[src/rtl/mips_pkg.sv]
// Shared encodings for the MIPS pipeline-control slice:
// forwarding-select codes and the data-memory wait FSM states.
package mips_pkg;

    localparam logic [1:0] FWD_RF  = 2'b00;
    localparam logic [1:0] FWD_MEM = 2'b01;
    localparam logic [1:0] FWD_WB  = 2'b10;

    typedef enum logic {
        RUN,
        WAIT
    } mem_state_t;

endpackage

[src/rtl/mips_fwd_unit.sv]
// EX-stage operand forwarding select for one ALU operand.
// A result still in MEM is newer than one in WB, so MEM wins.
module mips_fwd_unit
    import mips_pkg::*;
#(
    parameter int RA_W = 5
) (
    input  logic [RA_W-1:0] src,
    input  logic            v_mem,
    input  logic            mem_reg_write,
    input  logic [RA_W-1:0] mem_rd,
    input  logic            v_wb,
    input  logic            wb_reg_write,
    input  logic [RA_W-1:0] wb_rd,
    output logic [1:0]      sel
);

    always_comb begin
        sel = FWD_RF;
        if (v_mem && mem_reg_write && (mem_rd != '0) && (mem_rd == src))
            sel = FWD_MEM;
        else if (v_wb && wb_reg_write && (wb_rd != '0) && (wb_rd == src))
            sel = FWD_WB;
    end

endmodule

[src/rtl/mips_pipe_ctrl.sv]
// Pipeline control for the 5-stage MIPS core: PC, stage valids, load-use
// stall, branch flush, forwarding and memory-latency freeze. Optional
// perf counters are enabled with `define PIPE_PERF_CNT_EN.
module mips_pipe_ctrl
    import mips_pkg::*;
#(
    parameter int               XLEN     = 32,
    parameter int               RA_W     = 5,
    parameter int               MEM_LAT  = 0,
    parameter logic [XLEN-1:0]  RESET_PC = '0,
    parameter int               CNT_W    = 32
) (
    input  logic            clk,
    input  logic            rst_n,
    input  logic [RA_W-1:0] id_rs,
    input  logic [RA_W-1:0] id_rt,
    input  logic            id_uses_rt,
    input  logic [RA_W-1:0] ex_rs,
    input  logic [RA_W-1:0] ex_rt,
    input  logic [RA_W-1:0] ex_rd,
    input  logic            ex_reg_write,
    input  logic            ex_mem_read,
    input  logic            ex_br_taken,
    input  logic [XLEN-1:0] ex_br_target,
    input  logic [RA_W-1:0] mem_rd,
    input  logic            mem_reg_write,
    input  logic            mem_access,
    input  logic [RA_W-1:0] wb_rd,
    input  logic            wb_reg_write,
    output logic [XLEN-1:0] pc,
    output logic            hold_if_id,
    output logic            bubble_id_ex,
    output logic            freeze,
    output logic [1:0]      fwd_a,
    output logic [1:0]      fwd_b,
    output logic            v_id,
    output logic            v_ex,
    output logic            v_mem,
    output logic            v_wb
`ifdef PIPE_PERF_CNT_EN
    ,
    output logic [CNT_W-1:0] cnt_stall,
    output logic [CNT_W-1:0] cnt_flush,
    output logic [CNT_W-1:0] cnt_freeze
`endif
);

    localparam int              CW       = (MEM_LAT > 1) ? $clog2(MEM_LAT) : 1;
    localparam logic [CW-1:0]   LAT_LOAD = CW'((MEM_LAT > 0) ? MEM_LAT - 1 : 0);
    localparam bit              HAS_LAT  = (MEM_LAT > 0);

    mem_state_t    state;
    logic [CW-1:0] wait_cnt;
    logic          mem_start;
    logic          load_use;
    logic          branch;
    logic          take_br;
    logic          take_stall;
    logic          unused_ex_reg_write;

    // A load always writes, so the load-use check keys on ex_mem_read alone.
    assign unused_ex_reg_write = ex_reg_write;

    assign load_use = v_ex && ex_mem_read && (ex_rd != '0) && v_id &&
                      ((ex_rd == id_rs) || (id_uses_rt && (ex_rd == id_rt)));
    assign branch   = v_ex && ex_br_taken;

    assign mem_start = HAS_LAT && (state == RUN) && v_mem && mem_access;
    assign freeze    = mem_start || ((state == WAIT) && (wait_cnt != '0));

    // Freeze masks branch and stall; they re-present once the pipe moves again.
    assign take_br    = !freeze && branch;
    assign take_stall = !freeze && !branch && load_use;

    assign hold_if_id   = take_stall;
    assign bubble_id_ex = take_br || take_stall;

    always_ff @(posedge clk or negedge rst_n) begin
        if (!rst_n) begin
            state    <= RUN;
            wait_cnt <= '0;
        end else begin
            case (state)
                RUN: begin
                    if (mem_start) begin
                        state    <= WAIT;
                        wait_cnt <= LAT_LOAD;
                    end
                end
                WAIT: begin
                    if (wait_cnt == '0) state <= RUN;
                    else                wait_cnt <= wait_cnt - CW'(1);
                end
                default: state <= RUN;
            endcase
        end
    end

    always_ff @(posedge clk or negedge rst_n) begin
        if (!rst_n) begin
            pc    <= RESET_PC;
            v_id  <= 1'b0;
            v_ex  <= 1'b0;
            v_mem <= 1'b0;
            v_wb  <= 1'b0;
        end else if (!freeze) begin
            if (branch)         pc <= ex_br_target;
            else if (!load_use) pc <= pc + XLEN'(4);
            v_wb  <= v_mem;
            v_mem <= v_ex;
            v_ex  <= v_id && !load_use && !branch;
            v_id  <= branch ? 1'b0 : (load_use ? v_id : 1'b1);
        end
    end

    mips_fwd_unit #(.RA_W(RA_W)) u_fwd_a (
        .src(ex_rs), .v_mem(v_mem), .mem_reg_write(mem_reg_write), .mem_rd(mem_rd),
        .v_wb(v_wb), .wb_reg_write(wb_reg_write), .wb_rd(wb_rd), .sel(fwd_a)
    );

    mips_fwd_unit #(.RA_W(RA_W)) u_fwd_b (
        .src(ex_rt), .v_mem(v_mem), .mem_reg_write(mem_reg_write), .mem_rd(mem_rd),
        .v_wb(v_wb), .wb_reg_write(wb_reg_write), .wb_rd(wb_rd), .sel(fwd_b)
    );

`ifdef PIPE_PERF_CNT_EN
    always_ff @(posedge clk or negedge rst_n) begin
        if (!rst_n) begin
            cnt_stall  <= '0;
            cnt_flush  <= '0;
            cnt_freeze <= '0;
        end else begin
            if (take_stall && (cnt_stall != '1))  cnt_stall  <= cnt_stall + CNT_W'(1);
            if (take_br && (cnt_flush != '1))     cnt_flush  <= cnt_flush + CNT_W'(1);
            if (freeze && (cnt_freeze != '1))     cnt_freeze <= cnt_freeze + CNT_W'(1);
        end
    end
`endif

endmodule
[config.mk]
export PLATFORM = sky130hd
export DESIGN_NAME = mips_pipe_ctrl
export DESIGN_NICKNAME = d
export VERILOG_FILES = /design/src/rtl/mips_pkg.sv /design/src/rtl/mips_fwd_unit.sv /design/src/rtl/mips_pipe_ctrl.sv
export SDC_FILE = /design/constraint.sdc
export NUM_CORES = 1
export LEC_CHECK = 0
export CAP_MARGIN = 20
export CORE_UTILIZATION = 39
export CTS_BUF_LIST = sky130_fd_sc_hd__clkbuf_4 sky130_fd_sc_hd__clkbuf_8
export DETAILED_ROUTE_END_ITERATION = 7
export PLACE_DENSITY_LB_ADDON = 0.08
export SLEW_MARGIN = 20
export SYNTH_ARGS = -nofsm -noshare
export SYNTH_HDL_FRONTEND = slang
export SYNTH_HIERARCHICAL = 1
export SYNTH_SLANG_ARGS = --single-unit
[constraint.sdc]
create_clock -name clk -period 3.1 [get_ports clk]
set_input_delay 0.93 -clock clk [delete_from_list [all_inputs] [get_ports clk]]
set_output_delay 0.93 -clock clk [all_outputs]
set_load 0.02 [all_outputs]
==> results.txt, run 1 <==
Worst slew pin tran: 852.2 ps
Flop pwr share: 35.1%
FP Rows: 29
HPWL Detailed: 6.153 mm
First-pass GRT wire length: 14.12 mm
Starting Density: 40.45%
CTS clk-pin slew, worst paths: 80 ps
Synthesis Warnings: 6
Sw power: 883.2 uW
Cells after synthesis: 318
Post-synth EDFFs: 0
Top Ports: 119
Post-route ant nets: 0
Leak: 0.001816 uW
Die height: 83.16 um
RePlAce Congestion: 0.8450
Drt via density: 5.549
Post-route setup slack: -163.1 ps
Comb pwr share: 48.1%
CORE AREA: 6350 sq um
Root Driver: clkbuf_8
Die Wd: 83.16 um
Drt first pass iters: 4
Final Instance Area: 4319 sq um
Cell Area, Synth: 2569 sq um
Worst path max stage delay: 420 ps
Pint: 1321 uW
Startpoint type of the worst setup path: primary input
Max H-tree Level: 2
Port bufs: 115
Initial antenna violation count: 0
Max-cap violations: 0
RSZ-0062 raised after global routing: yes
Final worst-path cycle share: 105.3%
Most common cell after layout, fill and taps aside: clkdlybuf4s50_1
Worst slew margin: 43.19%
Clk buf depth: 2
DIE AREA: 6915 sq um
Post-layout min period: 3263 ps
Slew Viols, Final: 0
Slowest CP cell: or3_4
Worst-Skew Late Latency: 290 ps
Status: finished, violations left
Asr flop ratio synth: 100.0%
CTS tree: done
Highest clock rate: 306.5 MHz
Hold Path Class: flop to flop
TNS Setup: -280.3 ps
Most frequent cells in the layout: 76 x clkdlybuf4s50_1, 45 x a21oi_1, 41 x nand2_1
Finished Core Util: 68.02%
Remaining Overflow, GRT: 0
Mean Syn Cell Area: 8.078 sq um
Clk pwr share: 16.8%
Syn nets: 395
Vias in the first global route: 2976
Worst Path Max Fanout: 3
# clock sinks: 36
Peak VDD IR: 417.8 uV
Final #Nets: 541
Tot GR Track Use: 24.98%
Cells along the critical path: buf_8 > xor2_2 > nor4_2 > a32oi_2 > or3_4 > inv_8 > nor2_4 > inv_2 > buf_6
DR DRC count: 0
Sequential area share after synthesis: 35.07%
Placed inst area: 3975 sq um
Failing checks: setup timing
Sw Share: 40.07%
Primary FF master, synth: dfrtp_1
Power density cells: 510.3 nW/um^2
1st-iter DRT viols: 82
Library cells used by synthesis: 51
Fraction of layout cells with a size suffix above 1: 22.84%
Clock Skew: 5.198 ps
Crit path kind: primary input to primary output
CTS buffer count: 5
Final WL: 8.539 mm
Synth Register Bits: 36
Routed length per instance: 15.78 um
Final Hold Fails: 0
Design Power: 2204 uW
Routed vias: 3002
# diodes: 0
Final setup fails: 2
Largest net degree at the start of global routing: 55
Critical path required time: 2170 ps
Crit path arrival time: 2330 ps
Crit. End Element: primary output
Synthesis-to-finish area growth: 68.14%
per-layer routing:
metal | vias to the layer above | GRT usage, % | share of wire, %
met5 | - | 0 | 0
met1 | 1440 | 33.12 | 42
met4 | 0 | 7.210 | 1.7
met3 | 13 | 4.473 | 5.8
li1 | 1453 | - | -
met2 | 96 | 41.65 | 51
repair_timing:
item	in CTS	in global routing
resized for setup	106	32
setup buffers	8	3
setup endpoints to repair	6	29
cloned	0	2
hold buffers	0	0
pin swaps	21	16
critical path, delay by kind of cell:
kind | cells | cell delay, ps
xor+xnor | 1 | 160
compound gates | 1 | 150
simple gates | 3 | 740
buf+inv | 4 | 350
per-stage QoR:
stage | instances | hold slack [ps] | setup slack, ps
CTS | 537 | 480.3 | -183.3
finish | 541 | 485.2 | -163.1
floorplan | 318 | 531.0 | -31.95
detailed placement | 522 | 454.3 | -1060
global route | 541 | 502.0 | -239.7
global placement | 522 | 460.9 | -1031
worst paths after layout:
path                                     from            endpoint  slack [ps]  cells past startpoint
max                                  ex_rd[2]        bubble_id_ex        -160                      9
min                         pc[0]$_DFFE_PN0P_   pc[0]$_DFFE_PN0P_         490                      2
max reg2reg                pc[11]$_DFFE_PN0P_  pc[29]$_DFFE_PN0P_         990                      6
min reg2reg                 pc[0]$_DFFE_PN0P_   pc[0]$_DFFE_PN0P_         490                      2
max in group asynchronous               rst_n  pc[19]$_DFFE_PN0P_        1820                      1
min in group asynchronous               rst_n   pc[7]$_DFFE_PN0P_         750                      1
logic make-up (layout without fill, tap and decap cells):
logic type	after synthesis	in the layout	synth area share, %
XOR/XNOR	26	26	8.865
adder cells (fa/ha/maj)	1	1	0.4870
multiplexers	2	2	0.8280
AND/OR/NAND/NOR	121	121	24.94
buffers and inverters	28	174	4.627
AO/OA/AOI/OAI	103	103	25.04
flip-flops	36	36	35.07
other	1	1	0.1460
synth_stat cells (all sizes together) (2+ instances only):
cell type,count,area [sq um]
o211ai,3,27.52
nand3,19,95.09
and3,10,63.81
o221ai,3,26.28
a211o,2,17.52
o21ai,20,100.1
a21o,2,15.01
o22ai,10,62.56
clkbuf,13,48.80
o31ai,2,15.01
or2,2,12.51
inv,6,25.03
nor4,4,31.28
buf,5,30.02
nor3,10,60.06
nand2b,3,18.77
nand4,8,65.06
or4,2,18.77
a21oi,47,235.2
and2,3,18.77
o2111ai,2,17.52
xor2,11,96.34
xnor2,15,131.4
o41ai,2,32.53
dfrtp,36,900.9
or3,3,18.77
clkinv,4,15.01
nand2,41,153.9
a211oi,3,22.52
a2111oi,2,30.03
nor2,14,60.06
area by class of cell:
type | instances | area, sq um
Sequential cell | 36 | 900.9
Inverter | 10 | 46.29
Fill cell | 544 | 2031
Timing Repair Buffer | 157 | 1466
Clock buffer | 7 | 96.34
Tap cell | 77 | 96.34
Multi-Input combinational cell | 254 | 1713
power by group through the flow:
stage	Sequential (uW)	Clock (uW)	Combinational (uW)
final	773	370	1060
after global routing	795	398	1150
after CTS	767	379	1040
after detailed placement	774	0	1020
after global placement	771	0	1010
after floorplan	897	0	386
state kept, by name, indices dropped and copies added (netlist names):
signal,flops
v_id,1
pc,32
v_ex,1
v_wb,1
v_mem,1
Power figures use the tool's default switching activity.
==> run 2, diff against run 1 <==
--- a/config.mk
+++ b/config.mk
@@ -9,6 +9,7 @@
 export CORE_UTILIZATION = 39
 export CTS_BUF_LIST = sky130_fd_sc_hd__clkbuf_4 sky130_fd_sc_hd__clkbuf_8
 export DETAILED_ROUTE_END_ITERATION = 7
+export HOLD_SLACK_MARGIN = 0.03
 export PLACE_DENSITY_LB_ADDON = 0.08
 export SLEW_MARGIN = 20
 export SYNTH_ARGS = -nofsm -noshare
==> results of run 2 <==
No change in the layout: final DEF, timing and power equal those of run 1.
==> edit 1: new RTL, config.mk and constraints of run 1 <==
Register the outputs `hold_if_id` and `bubble_id_ex`, cleared by the reset; this adds one clock of latency there. The other outputs are not delayed to match.
--- a/src/rtl/mips_pipe_ctrl.sv
+++ b/src/rtl/mips_pipe_ctrl.sv
@@ -73,6 +73,13 @@
     assign take_stall = !freeze && !branch && load_use;
 
-    assign hold_if_id   = take_stall;
-    assign bubble_id_ex = take_br || take_stall;
+    always_ff @(posedge clk or negedge rst_n) begin
+        if (!rst_n) begin
+            hold_if_id   <= '0;
+            bubble_id_ex <= '0;
+        end else begin
+            hold_if_id   <= take_stall;
+            bubble_id_ex <= take_br || take_stall;
+        end
+    end
 
     always_ff @(posedge clk or negedge rst_n) begin
Function: changed (Yosys sat finds a counterexample within 4 cycles, from zero or initial values and one cycle with rst_n low).
==> edit 1 against run 1 <==
The flow finishes with violations (design-rule violations). Clock power down 7.6%. Via count down 3.0%. Design area down 5.2%. Synthesized cell count up 0.63%. Routed wire length down 3.4%. Worst setup slack better by 0.23 ns. Synthesized area up 1.9%. Sequential cell count up 2. Power down 2.0%. Critical endpoint is now fwd_a[1].
==> edit 1: results (changes against run 1) <==
The length of routed met2 wiring is 4.13 mm (was 4.32 mm), and the total of fill cells in the finished design is 594 (was 544). The logs give 0.000415 V (was 0.000418 V) for the worst ir drop on vdd and 0.00164 mm^2 (was 0.00171 mm^2) for the area occupied by multi-input gates. For the maximum number of pins on one net before global-route repair, the log shows 40 (was 55).

The flow ran to the end, but the final reports show violations. The tools report the critical path data arrival time as 2.10 ns (was 2.33 ns). The worst-path cell with the longest stage delay was clkdlybuf4s50_1 (was or3_4).

The number of register bits inferred by synthesis was 38 (was 36); the sequential fraction of total cell area was 0.232 (was 0.209). The wire length per cell after detailed routing is 15.8 um (about the same), and the met3 layer usage reported by global route is 0.0366 (was 0.0447). Top cells by area, synth: dfrtp_1, a21oi_1, nand2_1 (unchanged). The largest fanout on the critical path works out to 2 (was 3). The category of cells accounting for the largest share of critical-path delay was buffers and inverters (was simple AND/OR/NAND/NOR gates).

The layout buffer count excluding clock buffers is 136 (was 157). Synth top cells by count: a21oi_1, nand2_1, dfrtp_1 (unchanged). The part of the Yosys area used for sequential elements was 0.363 (was 0.351); the total DRC errors in the routed layout was 20 (was 0). The placed cell area was 0.00394 mm^2 (was 0.00398 mm^2); the amount of wire on met3 after detailed routing was 436 um (was 497 um). The logs give 3.56 mm (was 3.58 mm) for the sum of routed wire segments on met1 and 0.313 (was 0.331) for the met1 layer usage reported by global route. The non-clock buffer share of cell area is 0.311 (was 0.340).

The logs give 1.67 nW (was 1.82 nW) for the leakage component of the power and 2913 (was 3002) for the total number of vias. The fraction of layout instances using a drive strength above 1 was 0.144 (was 0.228); the detailed-router iteration count before antenna repair was 6 (was 4). Violations in the final reports: design-rule violations (was negative setup slack).

The net count after synthesis is 397 (was 395). The run gives 522 (was 541) as the final-stage net count. The run gives 0.00231 ns (was 0.00520 ns) as the clock skew after layout.
-- edit 1: cell count changes after synthesis, sizes merged --
cell	delta
dfrtp	+2
-- edit 1: power by group through the flow --
stage	clock, mW	combinational (mW)	sequential (mW)
after global placement	0	0.993	0.797
after floorplan	0	0.383	0.927
after global routing	0.379	1.11	0.824
final	0.342	1.02	0.796
after CTS	0.351	1.02	0.794
after detailed placement	0	1.01	0.802
-- edit 1: timing repair --
| item | 4_1_cts | 5_1_grt |
|---|---|---|
| cloned | 0 | 0 |
| setup endpoints to repair | 4 | 4 |
| buffers inserted | 0 | 0 |
| gates resized for setup | 53 | 6 |
| pin swaps | 8 | 5 |
-- edit 1: cell families (layout without fill, tap and decap cells) --
family	after synthesis	count (layout)	share of synthesized area
buffers and inverters	28	153	0.0454
DFF	38	38	0.363
muxes	2	2	0.00812
xor gates and xnor gates	26	26	0.0870
adders and majority gates	1	1	0.00478
and+or+nand+nor	121	121	0.245
AOI/OAI and AO/OA	103	103	0.246
other	1	1	0.00143
-- edit 1: through the flow --
stage | power [mW] | std cells | setup slack (ns)
2_1_floorplan | 1.31 | 320 | 0.191
5_1_grt | 2.31 | 522 | 0.00423
3_5_place_dp | 1.81 | 515 | -0.647
3_3_place_gp | 1.79 | 515 | -0.635
4_1_cts | 2.17 | 522 | 0.00146
6_report | 2.16 | 522 | 0.0659
-- edit 1: path summary, 6_finish.rpt --
kind / start / endpoint / slack, ns / cells after the start
max: wb_rd[1] / fwd_a[1] / 0.07 / 5
min: v_mem / v_wb / 0.44 / 0
max reg2reg: pc[2] / pc[27] / 0.99 / 6
min reg2reg: v_mem / v_wb / 0.44 / 0
max in group asynchronous: rst_n / pc[26] / 1.79 / 1
min in group asynchronous: rst_n / pc[0] / 0.75 / 1
==> edit 2: new RTL, settings of run 1 <==
Made on the original files. `RA_W` is set to 5 in 2 places; all go to 10.
--- a/src/rtl/mips_fwd_unit.sv
+++ b/src/rtl/mips_fwd_unit.sv
@@ -4,5 +4,5 @@
     import mips_pkg::*;
 #(
-    parameter int RA_W = 5
+    parameter int RA_W = 10
 ) (
     input  logic [RA_W-1:0] src,
--- a/src/rtl/mips_pipe_ctrl.sv
+++ b/src/rtl/mips_pipe_ctrl.sv
@@ -6,5 +6,5 @@
 #(
     parameter int               XLEN     = 32,
-    parameter int               RA_W     = 5,
+    parameter int               RA_W     = 10,
     parameter int               MEM_LAT  = 0,
     parameter logic [XLEN-1:0]  RESET_PC = '0,
Interface: changed (7 resized); port bits go from 119 to 154. The function was not compared with the original's and may differ.
==> edit 2 against run 1 <==
Worst setup slack worse by 0.013 ns. Power is 1.1% lower. Critical endpoint is now hold_if_id. Cell count is 17% higher. Synthesized area is 14% higher. Routed wire length is 16% higher. Critical path type unchanged. Design area is 9.3% higher. Clock skew is 0.0079 ns higher. Largest power group unchanged. The flow still finishes with violations (negative setup slack). Sequential cell count stayed put.
==> edit 2: results (changes against run 1) <==
The total of endpoints with negative setup slack in the final report was 2 (unchanged). The tools report the number of global-route vias before repair as 3132 (was 2976). The leakage component of the power was 1.96 nW (was 1.82 nW). Total global routing track utilization: 0.246 (was 0.250). The final core area utilization is 0.651 (was 0.680). The logs give 44 (was 51) for the unique cell type count in the Yosys netlist and 645 (was 541) for the final-stage net count. The flow ran to the end, but the final reports show violations. The first-pass GRT wire length is 15.0 mm (was 14.1 mm).

The layout buffer count excluding clock buffers is 179 (was 157), and the cell count after synthesis is 363 (was 318). The run gives 6 (was 7) as the clock buffer count. The tools report the area occupied by multi-input gates as 0.00202 mm^2 (was 0.00171 mm^2). The tools report the start point of the critical path as id_rt[9] (was ex_rd[2]). The routability congestion estimate from global placement is 0.872 (was 0.845), and the setup slack of the most critical reg-to-reg path is 0.82 ns (was 0.99 ns).

Violations in the final reports: negative setup slack (unchanged). The fraction of layout instances using a drive strength above 1 is 0.200 (was 0.228). The worst flop-to-flop path startpoint was pc[4] (was pc[11]). The non-clock buffer share of cell area is 0.330 (was 0.340), and the final standard cell count with taps included and fillers excluded is 633 (was 541). The critical path data arrival time came out at 2.35 ns (was 2.33 ns).

The inverter count of the layout excluding clock inverters was 6 (was 10). The final sum of negative setup slack was -0.275 ns (was -0.280 ns). The adder-cell area share of the yosys netlist is 0.00426 (was 0.00487). The tools report the worst hold path endpoint as v_wb (was pc[0]). The slack of the critical path came out at -0.176 ns (was -0.163 ns).

The tools report the total wire length as 9.93 mm (was 8.54 mm). The launch point of the worst hold path was v_mem (was pc[0]). The run gives 199 (was 106) as the count of cells resized by post-cts repair. The logs give 31 (was 29) for the number of standard-cell rows in the floorplan and 7.55 mm (was 6.15 mm) for the HPWL after detailed placement. The share of the synthesized netlist area taken by xor and xnor gates was 0.179 (was 0.0887).

Top cells by area, synth: dfrtp_1, xor2_1, a21oi_1 (was dfrtp_1, a21oi_1, nand2_1). For the multi-input logic cell count, the log shows 305 (was 254). Capture point of the critical path: hold_if_id (was bubble_id_ex). The worst hold-check slack came out at 0.449 ns (was 0.485 ns). The run gives 3367 (was 3002) as the total number of vias.
## edit 2: changes by cell type in the layout (fill, tap and decap cells not counted), sizes merged, moves of 5 or more
cell | before | now
xnor2 | 15 | 28
dlygate4sd2 | 18 | 26
clkdlybuf4s15 | 2 | 9
xor2 | 11 | 32
nor3 | 10 | 4
buf | 57 | 65
and3 | 10 | 2
a21oi | 47 | 52
nor2 | 14 | 19
nor4 | 4 | 21
nand4 | 8 | 16
## edit 2: report_power, final
group          internal [mW]  total [mW]  leakage, nW  switching, mW
registers              0.590       0.755        0.401          0.165
logic                  0.512        1.05         1.51          0.540
clock network          0.182       0.372       0.0516          0.190
## edit 2: routing by layer
layer  track usage  vias up  share of wire
met5             0        -              0
met4        0.0762        0          0.016
met3        0.0448       15          0.078
met2         0.414      137           0.47
met1         0.319     1548           0.43
li1              -     1667              -
## edit 2: worst max-delay path: stages
cell	delay (ns)
clkdlybuf4s15_1	0.17
xnor2_1	0.15
nand4_1	0.11
or3_4	0.41
a2111oi_4	0.38
buf_4	0.20
